<file path="config.mk">
export PLATFORM = sky130hd
export DESIGN_NAME = uart_tx_shift_engine
export DESIGN_NICKNAME = d
export VERILOG_FILES = /design/src/rtl/uart_tx_shift_engine.sv
export SDC_FILE = /design/constraint.sdc
export NUM_CORES = 1
export LEC_CHECK = 0
export ABC_AREA = 1
export BUFFER_PORTS_ARGS = -buffer_cell sky130_fd_sc_hd__buf_2
export CAP_MARGIN = 20
export CORE_ASPECT_RATIO = 0.75
export CORE_MARGIN = 2
export CORE_UTILIZATION = 50
export DETAILED_ROUTE_END_ITERATION = 16
export GPL_TIMING_DRIVEN = 0
export PLACE_DENSITY = 0.71
export SYNTH_ARGS = -nofsm -noshare
export SYNTH_HDL_FRONTEND = slang
export SYNTH_SLANG_ARGS = --single-unit
</file>
<file path="constraint.sdc">
create_clock -name i_clk -period 1.89 [get_ports i_clk]
set_clock_uncertainty 0.2 [all_clocks]
set_input_delay 0.189 -clock i_clk [delete_from_list [all_inputs] [get_ports i_clk]]
set_output_delay 0.189 -clock i_clk [all_outputs]
set_load 0.02 [all_outputs]
</file>
<file path="src/rtl/uart_tx_shift_engine.sv">
// rtl/uart_tx_shift_engine.sv - UART transmit frame builder and LSB-first shifter
// Frames a held byte as start/data/parity/stop bits and shifts it out at a k+1 clock bit period.
module uart_tx_shift_engine #(
  parameter int K_WIDTH = 19
) (
  input  logic               i_clk,
  input  logic               i_rst,
  input  logic               i_load,
  input  logic [7:0]         i_data_in,
  input  logic               i_doit,
  input  logic               i_eight,
  input  logic               i_pen,
  input  logic               i_ohel,
  input  logic [K_WIDTH-1:0] i_k,
  output logic               o_load_d1,
  output logic               o_tx,
  output logic               o_done
);

  logic [7:0]         r_hold;
  logic               r_load_d1;
  logic [10:0]        r_shift;
  logic [K_WIDTH-1:0] r_bt_cnt;
  logic [3:0]         r_bit_cnt;
  logic               r_done;

  logic               w_accept;
  logic               w_btu;
  logic               w_parity;
  logic [1:0]         w_top;
  logic [10:0]        w_frame;

  assign w_accept = i_load && !i_doit;
  assign w_btu    = i_doit && (r_bt_cnt == i_k);

  always_comb begin
    w_parity = (i_eight ? ^r_hold : ^r_hold[6:0]) ^ i_ohel;
    w_top    = 2'b11;
    case ({i_eight, i_pen})
      2'b11:   w_top = {w_parity, r_hold[7]};
      2'b10:   w_top = {1'b1, r_hold[7]};
      2'b01:   w_top = {1'b1, w_parity};
      default: w_top = 2'b11;
    endcase
    w_frame = {w_top, r_hold[6:0], 1'b0, 1'b1};
  end

  always_ff @(posedge i_clk or posedge i_rst) begin
    if (i_rst) begin
      r_hold    <= 8'h00;
      r_load_d1 <= 1'b0;
    end else begin
      r_load_d1 <= w_accept;
      if (w_accept) begin
        r_hold <= i_data_in;
      end
    end
  end

  // load_d1 wins over the idle fill so the frame lands before the flag raises doit
  always_ff @(posedge i_clk or posedge i_rst) begin
    if (i_rst) begin
      r_shift <= 11'h7FF;
    end else if (r_load_d1) begin
      r_shift <= w_frame;
    end else if (!i_doit) begin
      r_shift <= 11'h7FF;
    end else if (w_btu) begin
      r_shift <= {1'b1, r_shift[10:1]};
    end
  end

  always_ff @(posedge i_clk or posedge i_rst) begin
    if (i_rst) begin
      r_bt_cnt <= '0;
    end else if (!i_doit || w_btu) begin
      r_bt_cnt <= '0;
    end else begin
      r_bt_cnt <= r_bt_cnt + K_WIDTH'(1);
    end
  end

  // bit count saturates at 11 so done fires once per frame even while doit lingers
  always_ff @(posedge i_clk or posedge i_rst) begin
    if (i_rst) begin
      r_bit_cnt <= 4'd0;
      r_done    <= 1'b0;
    end else begin
      r_done <= w_btu && (r_bit_cnt == 4'd10);
      if (!i_doit) begin
        r_bit_cnt <= 4'd0;
      end else if (w_btu && (r_bit_cnt != 4'd11)) begin
        r_bit_cnt <= r_bit_cnt + 4'd1;
      end
    end
  end

  assign o_load_d1 = r_load_d1;
  assign o_tx      = r_shift[0];
  assign o_done    = r_done;

endmodule

</file>
---- Word-level counts from Yosys, hierarchy flattened ----
Index checks and enable logic that the tools add are counted.
storage, ports and cells
  output and inout port bits .............. 3
  register bits ........................... 44
  bits of input ports ..................... 34
  word-level logic and storage cells ...... 33
operators by class
  eq/ne operators ......................... 8
  reductions and logical operators ........ 8
  bitwise gates (word level) .............. 1
  mux-type cells .......................... 8
  $add $sub $neg .......................... 2
operators by type and width
  cell                                                   count
  two-way mux 11 bit                                     3
  adder 19 x 1 -> 19 bit, second input constant          1
  == test 19 bit                                         1
  two-way mux 19 bit                                     1
  two-way mux 4 bit                                      2
  XOR reduction 8 bit                                    1
  XOR reduction 7 bit                                    1
  one-hot mux 2 bit (3 select lines)                     1
  adder 4 x 1 -> 4 bit, second input constant            1
  == test 2 bit, second input constant                   2
  == test 4 bit, second input constant                   1
  logical AND 1 bit                                      4
  inequality test 4 bit, second input constant           1
  inequality test 3 x 1 -> 1 bit, second input constant  1
  == test 2 x 1 -> 1 bit, second input constant          1
  inequality test 2 x 1 -> 1 bit, second input constant  1
  logical NOT 1 bit                                      1
  logical OR 1 bit                                       1
  two-way mux 1 bit                                      1
  XOR 1 bit                                              1

---- Longest topological paths before layout ----
  word-level depth ........................ 5
  depth in mapped cells ................... 13
  mapped depth without buffers ............ 13

---- Worst setup path after synthesis ----
No wires, ideal clock.
  kind .................................... register to register
  start ................................... register r_bt_cnt[7]
  end ..................................... register r_shift[1]
  clock period less this slack ............ 1.590 ns
  path slack .............................. 0.300 ns
  setup time .............................. 0.069 ns
  stages on the path, launching flop included .. 9
  path buffers ............................ 1
  required time ........................... 1.621 ns
  arrival ................................. 1.321 ns
  cells stage by stage .................... dfrtp_1 xnor2_1 nand2_1 nor2_1 nand3_4 nand2_4 buf_12 nand2_1 o21ai_2
between the ends
  cells in the longest elaborated chain, start to end .. 3
ends and longest elaborated chain
  element                                   line  text
  start, declared                           23    logic [K_WIDTH-1:0] r_bt_cnt;
  start signal, assigned                    79    r_bt_cnt <= r_bt_cnt + K_WIDTH'(1);
  == test 19 bit                            34    assign w_btu = i_doit && (r_bt_cnt == i_k);
  logical AND 1 bit                         34
  inequality test 3 x 1 -> 1 bit (no line)  n/a
  end signal, assigned                      65    r_shift <= w_frame;
  end signal, assigned                      69    r_shift <= {1'b1, r_shift[10:1]};
  end, declared                             22    logic [10:0] r_shift;
No other way between the ends.
A chain may end at the register's enable or synchronous reset.

---- Final worst setup path ----
  start ................................... register r_bt_cnt[9]
  end ..................................... register r_bt_cnt[14]
between the ends
  cells in the longest elaborated chain, start to end .. 4
  elaborated cells on any way between the ends .. 5
  those cells by class .................... 1 x add/sub; 1 x eq/ne; 1 x mux; 2 x reduce/logical
ends and longest elaborated chain
  element                                                                         line  text
  parallel branches: the longest is 3 deep, another holds adder 19 x 1 -> 19 bit  n/a
  two-way mux 19 bit *                                                            76    end else if (!i_doit || w_btu) begin
Every way passes the cells marked *.

==> metrics.md <==
| Metric | Value |
|---|---|
| Status | `complete, no violations` |
| Via count | `2,589` |
| Hold Worst Slack | `about 0.013 ns` |
| Worst path most repeated cell | `nand2_1` |
| Post-synthesis cell area | `2830 um2` |
| Commonest non-fill, non-tap cells in the layout | `nand2_1, inv_1, nor2_1, buf_2, dfrtp_1` |
| Peak VDD IR | `slightly below 0.5 mV` |
| Number of I/O pins | `37` |
| Pins Over Slew Limit | `0` |
| DP Area | `3120 um2` |
| Slowest CP cell | `dfrtp_1` |
| Ys flop type | `dfrtp_1` |
| Mapped Cells | `between 400 and 500` |
| Commonest non-fill, non-tap cell in the layout | `nand2_1` |
| FF+latch count, synth | `44` |
| Setup violators final | `0` |
| Multi-input logic area | `1450 um2` |
| Max Cap Violations | `0` |
| Clock root buffer | `clkbuf_8` |
| Post-Layout Cell Count | `approximately 530` |
| Post-layout util | `between 60 and 70%` |
| Starting Density | `52.4%` |
| FF/Latch Area | `approximately 1100 um2` |
| Crit. End Element | `register` |
| Iter 0 DRT Violations | `191` |
| Hold Fails Final Rpt | `0` |
| Fin crit share | `98.5%` |
| Leakage | `1.73 nW` |
| Clock transition at path regs | `approximately 0.09 ns` |
| Chip width | `90.9 um` |
| HPWL Detailed | `4.97 mm` |
| Worst Path Arrival | `1.86 ns` |
| PwrDens | `602 nW/um2` |
| Fin nets | `498` |
| Vias in the first global route | `2,274` |
| DR WL/cell | `12.3 um` |
| DRC Markers | `0` |
| Final instance area | `3360 um2` |
| Die H | `69.2 um` |
| Share of post-route cells with drive strength above 1 | `19.2%` |
| H-tree Lvls | `2` |
| Share of flip-flops with an asynchronous set or reset | `100%` |
| # rows | `23` |
| Die area | `6290 um2` |
| # fillers | `between 500 and 600` |
| Setup repair after global routing missed its margin | `true` |
| Worst Max-Slew Pin Slew | `between 0.5 and 0.6 ns` |
| Tmin final | `1.86 ns` |
| Mean area per synthesized cell | `7.05 um2` |
| CTS Buf Count | `5` |
| Max clock buf depth | `2` |
| Slew HR | `about three fifths` |
| Placed insts | `513` |
| Routed WL | `6.58 mm` |
| Worst setup SP type | `register` |
| Routed Antenna Nets | `0` |
| CTS tree | `yes` |
| GP Congestion | `0.890` |
| Pre-Repair DR Iteration Count | `4` |
| Leading area contributor after synthesis | `dfrtp_1` |
| Ant diodes | `0` |
| Critical path's top delay family | `simple AND/OR/NAND/NOR gates` |
| Core ar. | `5410 um2` |
| Total grt overflow | `0` |
| Synth top area cells | `dfrtp_1, nand2_1, dfstp_2` |
| Skew-Pair Late Insertion Delay | `0.30 ns` |
| All-Layer GR Usage | `21.9%` |
| Synth Warn # | `0` |
| First-pass GRT wire length | `10.9 mm` |
| Critical Path Fanout Max | `10` |
| Post-synth top area share | `between 20% and 30%` |
| Worst Path Required | `1.89 ns` |
| Synth cell types | `30` |
| Post-synth EDFFs | `0` |
| Worst hold-check path type | `input port to register` |
| CP Buf/Inv Count | `2` |
| Worst path max stage delay | `0.45 ns` |
| Clock sinks | `44` |
| IO buf count | `35` |
| Critical path cell sequence | `inv_2 -> nand2_1 -> nand2_1 -> nor2_1 -> nand2_1 -> nor2_4 -> nand3_4 -> nand2_4 -> buf_6 -> nor2_1` |
| Syn_nets | `443` |
| Pin count of the biggest net entering global routing | `40` |
| Drt via density | `4.86` |
| Layout area overhead | `18.7%` |
| Setup CP Type | `register to register` |
| Initial antenna violation count | `0` |
| Fmax | `537 MHz` |
| Seq/Total Area, Yosys | `39.3%` |
per-layer routing:
metal | track usage, % | wire, um | up-vias
met1 | 34.2 | 3320 | 1173
li1 | - | - | 1355
met3 | 5.11 | 468 | 6
met5 | 0 | 0 | -
met4 | 4.71 | 59 | 0
met2 | 30.9 | 2730 | 55
report_power, final:
part	internal (mW)	leakage (nW)	total, mW	switching [mW]
registers	1.02	0.548	1.05	0.0326
logic	0.155	1.14	0.388	0.232
clock network	0.259	0.0412	0.585	0.327
total	1.43	1.73	2.02	0.592
final cells by class:
class	count	area share [%]
buffer	4	1.49
clock buffer	6	2.16
clock inverter	2	0.372
inverter	66	7.37
multi-input combinational	287	43.0
sequential	44	33.4
tap	75	2.79
timing repair buffer	49	9.37
what timing repair did:
| action | in CTS | in global routing |
|---|---|---|
| hold buffers | 10 | 0 |
| endpoints found under the setup margin | 10 | 28 |
| cloned | 0 | 0 |
| endpoints found under the hold margin | 42 | 0 |
| resized for setup | 1 | 12 |
| buffers inserted | 0 | 3 |
worst min-delay path, stage by stage:
cell and delay [ns]:
buf_4 0.16, nand3_1 0.09, a21oi_1 0.04
through the flow:
| stage | setup WS (ns) | power, mW | TNS, ns |
|---|---|---|---|
| after global routing | -0.102 | 2.14 | -1.11 |
| after floorplan | 0.300 | 1.31 | 0 |
| final | 0.0289 | 2.02 | 0 |
| after detailed placement | -0.000676 | 1.43 | -0.00132 |
| after CTS | 0.0141 | 2.04 | 0 |
| after global placement | -0.153 | 1.41 | -4.94 |
logic make-up (layout without fill, tap and decap cells):
logic type,after synthesis,in the layout,share of synthesized area (%)
flops,44,44,39.3
xor+xnor,18,18,5.56
compound gates,29,29,5.96
simple gates,233,233,35.4
buf+inv,71,127,10.6
fa+ha+maj,7,7,3.09
sequential cells by signal (all words and copies together), names as in the netlist:
| register | count |
|---|---|
| r_bit_cnt | 4 |
| r_bt_cnt | 19 |
| o_load_d1 | 1 |
| o_done | 1 |
| r_shift | 11 |
| r_hold | 8 |
worst paths after layout:
path / start / to / slack (ns) / cells past startpoint
min in group asynchronous: i_rst / o_load_d1 / 0.10 / 3
worst min-delay path: i_doit / r_bt_cnt[4] / 0.01 / 3
worst min register to register: r_shift[9] / r_shift[9] / 0.29 / 2
max in group asynchronous: i_rst / r_shift[0] / 0.89 / 4
worst max register to register: r_bt_cnt[9] / r_bt_cnt[14] / 0.03 / 10
worst max-delay path: r_bt_cnt[9] / r_bt_cnt[14] / 0.03 / 10
synthesized netlist by cell type (2+ instances only):
cell,number
nor3b_1,2
nand3_1,25
o21ai_0,16
nand4_1,6
dfrtp_1,33
xnor2_1,6
nand3b_1,2
nor2_2,2
buf_6,2
inv_1,60
a21oi_1,4
xor2_1,12
nor3_1,12
a22oi_1,5
o21ai_2,2
nor4_1,2
nand2_1,133
inv_2,6
dfstp_2,11
ha_1,7
nor2_1,44
nand2_4,2
(Power assumes the default switching activity.)
